<file path="src/rtl/bc_control_sequencer.sv">
`default_nettype none
// ============================================================================
// Module      : bc_control_sequencer
// Description : Timing and control sequencer for a basic-computer style CPU.
//               Decodes the sequence counter (T index) and the opcode into
//               one-hot buses. Decides on each cycle whether the external
//               sequence counter advances or clears. Tracks the RUN/HALT
//               state, the interrupt cycle flag (R), the interrupt enable
//               (IEN) and a sticky sequencing-error flag.
//
// Ports       : clk      - single clock, rising edge
//               rst      - synchronous active-high reset
//               sc       - current sequence counter value (T index)
//               opcode   - IR[14:12]
//               i_bit    - IR[15], indirect / IO flag
//               ir_low   - IR[11:0], register-ref / IO micro-op bits
//               fgi/fgo  - input / output device flags
//               inc_sc   - advance sequence counter (exactly one of inc/clr)
//               clr_sc   - clear sequence counter
//               t        - one-hot decode of sc
//               d        - one-hot decode of opcode
//               r_flag   - interrupt cycle in progress
//               ien      - interrupt enable
//               halted   - HLT executed, only rst leaves this state
//               seq_err  - sticky: sc went past the legal terminal step
//
// Config      : INTERRUPT_EN - when defined, builds the interrupt cycle,
//               IEN and the ION/IOF instructions. When undefined, r_flag and
//               ien are tied low and fgi/fgo/ir_low[7:6] are ignored.
//
// Revision    : 1.0 - initial release
// ============================================================================
module bc_control_sequencer (
    input  logic        clk,
    input  logic        rst,
    input  logic [3:0]  sc,
    input  logic [2:0]  opcode,
    input  logic        i_bit,
    input  logic [11:0] ir_low,
    input  logic        fgi,
    input  logic        fgo,
    output logic        inc_sc,
    output logic        clr_sc,
    output logic [15:0] t,
    output logic [7:0]  d,
    output logic        r_flag,
    output logic        ien,
    output logic        halted,
    output logic        seq_err
);

    localparam logic [0:0] c_RUN  = 1'b0;
    localparam logic [0:0] c_HALT = 1'b1;

    localparam logic [2:0] c_OP_AND = 3'd0;
    localparam logic [2:0] c_OP_ADD = 3'd1;
    localparam logic [2:0] c_OP_LDA = 3'd2;
    localparam logic [2:0] c_OP_STA = 3'd3;
    localparam logic [2:0] c_OP_BUN = 3'd4;
    localparam logic [2:0] c_OP_BSA = 3'd5;
    localparam logic [2:0] c_OP_ISZ = 3'd6;
    localparam logic [2:0] c_OP_RIO = 3'd7;

    logic [0:0] r_state;
    logic       r_seq_err;

    logic       w_run;
    logic       w_rio_t3;
    logic       w_hlt;
    logic       w_err;
    logic       w_term;
    logic       w_clr;

    // ------------------------------------------------------------------------
    // Decoders
    // ------------------------------------------------------------------------
    assign t = 16'h0001 << sc;
    assign d = 8'h01 << opcode;

    assign w_run    = (r_state == c_RUN);
    assign w_rio_t3 = (sc == 4'd3) && (opcode == c_OP_RIO);

    // HLT only fires on the normal instruction path, never in an interrupt
    // cycle; it also takes precedence over a coincident interrupt request.
    assign w_hlt = w_run && !r_flag && w_rio_t3 && !i_bit && ir_low[0];

    // The interrupt cycle ends at T2, an instruction at T6 at the latest.
    assign w_err = w_run && (r_flag ? (sc > 4'd2) : (sc > 4'd6));

    // Terminal step of the normal instruction path. T3 of a memory-ref
    // instruction is indirect fetch (or idle), so i_bit does not matter.
    always_comb begin
        w_term = 1'b0;
        case (opcode)
            c_OP_AND, c_OP_ADD,
            c_OP_LDA, c_OP_BSA: w_term = (sc == 4'd5);
            c_OP_STA, c_OP_BUN: w_term = (sc == 4'd4);
            c_OP_ISZ:           w_term = (sc == 4'd6);
            c_OP_RIO:           w_term = (sc == 4'd3);
            default:            w_term = 1'b0;
        endcase
    end

    // Exactly one of inc_sc/clr_sc is high; rst acts combinationally so the
    // counter is held at zero for as long as reset is asserted.
    always_comb begin
        w_clr = 1'b0;
        if (rst) begin
            w_clr = 1'b1;
        end else if (!w_run) begin
            w_clr = 1'b1;
        end else if (w_err) begin
            w_clr = 1'b1;
        end else if (r_flag) begin
            w_clr = (sc == 4'd2);
        end else begin
            w_clr = w_term;
        end
    end

    assign clr_sc = w_clr;
    assign inc_sc = ~w_clr;

    // ------------------------------------------------------------------------
    // RUN/HALT state and sticky error
    // ------------------------------------------------------------------------
    always_ff @(posedge clk) begin
        if (rst) begin
            r_state   <= c_RUN;
            r_seq_err <= 1'b0;
        end else if (w_run) begin
            if (w_hlt) begin
                r_state <= c_HALT;
            end
            if (w_err) begin
                r_seq_err <= 1'b1;
            end
        end
    end

    assign halted  = (r_state == c_HALT);
    assign seq_err = r_seq_err;

    // ------------------------------------------------------------------------
    // Interrupt cycle flag and interrupt enable
    // ------------------------------------------------------------------------
`ifdef INTERRUPT_EN
    logic r_int;
    logic r_ien;
    logic w_int_req;
    logic w_io_t3;
    logic w_unused;

    assign w_io_t3   = w_rio_t3 && i_bit;
    assign w_int_req = (sc > 4'd2) && r_ien && (fgi || fgo);

    always_ff @(posedge clk) begin
        if (rst) begin
            r_int <= 1'b0;
            r_ien <= 1'b0;
        end else if (w_run) begin
            if (r_int) begin
                // RT2 completes the interrupt cycle and disables interrupts.
                if (sc == 4'd2) begin
                    r_int <= 1'b0;
                    r_ien <= 1'b0;
                end
            end else begin
                if (w_io_t3) begin
                    // ION and IOF together cancel out.
                    if (ir_low[7] && !ir_low[6]) begin
                        r_ien <= 1'b1;
                    end else if (ir_low[6] && !ir_low[7]) begin
                        r_ien <= 1'b0;
                    end
                end
                if (w_int_req && !w_hlt) begin
                    r_int <= 1'b1;
                end
            end
        end
    end

    assign r_flag = r_int;
    assign ien    = r_ien;

    assign w_unused = &{1'b0, ir_low[11:8], ir_low[5:1]};
`else
    logic w_unused;

    assign r_flag = 1'b0;
    assign ien    = 1'b0;

    assign w_unused = &{1'b0, fgi, fgo, ir_low[11:1]};
`endif

endmodule
`default_nettype wire
</file>
<file path="config.mk">
export PLATFORM = sky130hd
export DESIGN_NAME = bc_control_sequencer
export DESIGN_NICKNAME = d
export VERILOG_FILES = /design/src/rtl/bc_control_sequencer.sv
export SDC_FILE = /design/constraint.sdc
export NUM_CORES = 1
export LEC_CHECK = 0
export BUFFER_PORTS_ARGS = -buffer_cell sky130_fd_sc_hd__buf_2
export CORE_MARGIN = 1.5
export CORE_UTILIZATION = 25
export DETAILED_ROUTE_END_ITERATION = 7
export PLACE_DENSITY = 0.66
export SLEW_MARGIN = 10
export SYNTH_ARGS = -nofsm -noshare
export SYNTH_HDL_FRONTEND = slang
export SYNTH_SLANG_ARGS = --single-unit
</file>
<file path="constraint.sdc">
create_clock -name clk -period 1.2 [get_ports clk]
set_input_delay 0.06 -clock clk [delete_from_list [all_inputs] [get_ports clk]]
set_output_delay 0.06 -clock clk [all_outputs]
set_load 0.005 [all_outputs]
</file>
# == After elaboration in Yosys (flattened, before gate mapping) ==
# Index checks and enable logic that the tools add are counted.
# op_classes
n_eq_ne,11
mul,0
bitwise_logic,2
n_shift,2
addsub,0
n_lt_le_gt_ge,1
mux,6
n_reduce_logical,10
n_div,0
# op_table
cell,count
1-bit by 4-bit left shift with 16-bit output (first input constant),1
3-bit equality test (second input constant),4
4-bit by 3-bit equality test with 1-bit output (second input constant),3
1-bit by 3-bit left shift with 8-bit output (first input constant),1
3-bit by 2-bit equality test with 1-bit output (second input constant),2
1-bit logical AND,5
1-bit 2-to-1 mux,5
4-bit by 2-bit equality test with 1-bit output (second input constant),1
4-bit by 3-bit > comparator with 1-bit output (second input constant),1
1-bit case mux with 4 select lines,1
4-bit OR reduction,1
3-bit by 1-bit equality test with 1-bit output (second input constant),1
3-bit zero test,1
1-bit inverter,2
2-bit AND reduction,1
2-bit OR reduction,1
1-bit zero test,1
# word_totals
mem_bits_rw,0
output_inout_bits,30
register_bits,2
latchBits,0
rom_bits,0
mem_count,0

# == Depth between registers and ports, before layout ==
# logic_depth
ltp_word,7
ltp_mapped,4

# == Least setup slack after synthesis ==
# No wires, ideal clock.
# synth_timing
kind,reg2out
start,"reg r_state, in the netlist halted"
end,out clr_sc
stages_incl_launch_ff,4
t_required_ps,1140
t_arrival_ps,1104
path_slack_ps,36
path_cell_list,dfxtp_1 -> nor3_1 -> o31ai_1 -> or4_1
# synth_via
elab_chain_len,5
# synth_rtl
element,line,rtl
from (decl),64,logic [0:0] r_state;
from (signal assigned),129,r_state <= c_RUN;
from (signal assigned),133,r_state <= c_HALT;
1-bit inverter (no source line),-,
1-bit logical AND,88,assign w_err = w_run && (r_flag ? (sc > 4'd2) : (sc > 4'd6));
1-bit 2-to-1 mux,112,end else if (w_err) begin
1-bit 2-to-1 mux *,110,end else if (!w_run) begin
1-bit 2-to-1 mux *,108,if (rst) begin
to (decl),43,"output logic clr_sc,"
# Mark *: on every way between the ends. The rest lies on a longest branch, timed or not.

# == Final worst setup path ==
# Same ends and word-level chain as after synthesis.

==> results.md <==
- Core area: 1540 sq um
- Pre-Repair DR Iteration Count: 4
- Worst r2r src: halted$_SDFF_PP0_
- Global placer's final weighted congestion: about 0.77
- Mean Syn Cell Area: 6.72 sq um
- Global-route wire length before repair: 1970 um
- Number of hold buffers added after CTS: 0
- Overall Power: 403 uW
- Worst clock skew: ~0.0099 ns
- CP arrival: 1.37 ns
- Post-route ant nets: 0
- Fraction of layout cells with a size suffix above 1: 60.2%
- Count of cell types in the netlist: 27
- Worst Hold Path EP: halted$_SDFF_PP0_
- Initial core utilization: 27.0%
- Yosys top cell area share: 11.7%
- Outcome: complete, but fails checks
- Fin nets: 134
- # diodes: 0
- Largest net degree at the start of global routing: 10
- Synth warnings: 0
- Footprint of the multi-input gates: 344 sq um
- Overall Global Routing Usage: a little over an eighth
- Chip Height: approximately 44 um
- Hold Startpoint: rst
- PortBufs: 38
- Clk sinks: 2
- Initial antenna violation count: 0
- Fin util: a little under half
- Critical R2R Capture: seq_err$_SDFFE_PP0P_
- Fill cell count: around 170
- Synth async-reset ratio: 0%
- R2R setup slack: 0.43 ns
- Largest cells by area after synthesis: nor2_1, dfxtp_1, nor3_1
- Die W: approximately 44 um
- Io pins: 54
- Unrepaired setup endpoints after global routing: true
- Detailed placement HPWL: 976 um
- Tcrit/Tclk final: 119%
- Fin. Hold Viols: 0
- Average wire per standard cell: slightly below 10 um
- Mapped Area: 417 sq um
- Clk root buf: clkbuf_4
- Critical path class: flip-flop to output pin
- Overflow left after global routing: 0
- Synth area leader: nor2_1
- Maximum vdd drop: 302 uV
- Hold Path Cell Cnt: 2
- Failing checks: setup timing
- Setup crit end kind: output pin
- Static leakage: 0.395 nW
- Main synth FF type: dfxtp_1
- H-tree depth: 1
- Placed Area: 654 sq um
- Final hold slack: around 0.025 ns
- F_max: 0.700 GHz
- Max_cap viols: 0
- Layout area overhead: 73.6%
- Routed WL: 1200 um
- Fin area: a little over 700 sq um
- Vias in the first global route: ~470
- Slack of the critical path: -0.228 ns
- Pwr dens: 558 nW/um^2
- Setup TNS: -0.318 ns
- Layout Cells excl Fill: between 100 and 150
- Worst r2r path cells: 3
- Initial DRC Count: 2
- Final min period: between 1 and 1.5 ns
- Maximum root-to-sink buffer count: 2
- Crit start category: flip-flop
- Pre-CTS worst setup slack: -0.0903 ns
- Clock Pin Slew Worst Setup and Hold Paths: 0.03 ns
- Via Count: 575
- # DRC: 0
- Register area share after synthesis: 9.61%
- Placed cell count: between 100 and 150
- Area of the die: 1920 sq um
- Worst hold path class: primary input to flip-flop
- Post-Syn Instances: between 60 and 70
- Via density per instance: 4.64
- CTS Buf Count: 3
- Final Setup Violations: 2
- Register Area: 41.3 sq um
- Post-synth EDFFs: 0
- CP max FO: 2
- Slew Viols, Final: 0
- Worst path required time: 1.14 ns
- Clk Latency, worst-skew pair: around 0.23 ns
- Register bit count reported by yosys: 2
- Row cnt: 14
- CTS tree: built
layer usage:
layer / global-route usage, % / vias up / wire (um)
li1: - / 304 / -
met1: 17.1 / 244 / 563
met2: 21.5 / 25 / 540
met3: 3.75 / 2 / 84
met4: 3.64 / 0 / 7
met5: 0 / - / 0
state kept, by name, indices dropped and copies added, names as in the netlist:
name     count
seq_err      1
halted       1
report_power, final:
part	leakage (nW)	switching [mW]	total (mW)	internal (mW)
combinational	0.364	0.0903	0.180	0.0901
sequential	0.0170	0.00113	0.0708	0.0697
clock	0.0138	0.0415	0.152	0.111
critical path, cell delays in order, from the launching register on:
cell and delay, ns:
dfxtp_2 0.31, nor3_2 0.10, o31ai_1 0.10, or4_1 0.48, buf_2 0.15
how the worst max path moves through the flow:
stage                     slack [ns]               from  cells past startpoint      to
after floorplan                 0.04  halted$_SDFF_PP0_                      3  clr_sc
after global placement         -0.09  halted$_SDFF_PP0_                      4  clr_sc
after detailed placement       -0.09  halted$_SDFF_PP0_                      4  clr_sc
after CTS                      -0.22  halted$_SDFF_PP0_                      4  clr_sc
after global routing           -0.30  halted$_SDFF_PP0_                      4  clr_sc
final                          -0.23  halted$_SDFF_PP0_                      4  clr_sc
cell families after synthesis:
kind of cell	after synthesis	synth area share [%]
buf+inv	11	17.7
other cells	1	0.900
compound gates	7	15.3
simple gates	41	56.5
flops	2	9.61
synthesized netlist by cell type, types with 2 or more instances:
cell type and number:
nor2_1 13, nor3_1 7, nand2_1 4, buf_6 3, nand2b_1 3, nor3b_1 3, a31oi_1 2, buf_2 2
buf_4 2, clkbuf_1 2, dfxtp_1 2, inv_1 2, nand2b_2 2, nor4_1 2
layout by cell type (no fill, tap or decap):
cell	n
buf_2	38
nor2_1	13
buf_4	13
nor3_1	6
nand2_1	4
nor3b_1	3
nand2b_1	3
clkbuf_4	3
inv_1	2
nand2b_2	2
a31oi_1	2
conb_1	2
and3_2	1
and3b_2	1
nand3b_2	1
nor4_1	1
and4bb_1	1
nor3_2	1
o31ai_1	1
or3b_1	1
a2111oi_4	1
nand3b_1	1
a2111oi_2	1
or4_1	1
nor4_4	1
a41oi_1	1
o21ba_2	1
dfxtp_2	1
dfxtp_1	1
final cells by class:
| class | count | area share, % |
|---|---|---|
| timing repair buffer | 51 | 39.8 |
| inverter | 2 | 1.04 |
| multi-input combinational | 50 | 47.6 |
| clock buffer | 3 | 3.11 |
| sequential | 2 | 5.71 |
| tap | 16 | 2.77 |
what timing repair did:
action | CTS | global route
pin swaps | 3 | 0
gates resized for setup | 3 | 3
endpoints found under the hold margin | 0 | 0
buffers inserted | 1 | 0
gates cloned | 0 | 0
setup endpoints to repair | 2 | 2
Note: power is estimated with default switching activity, not from simulation.
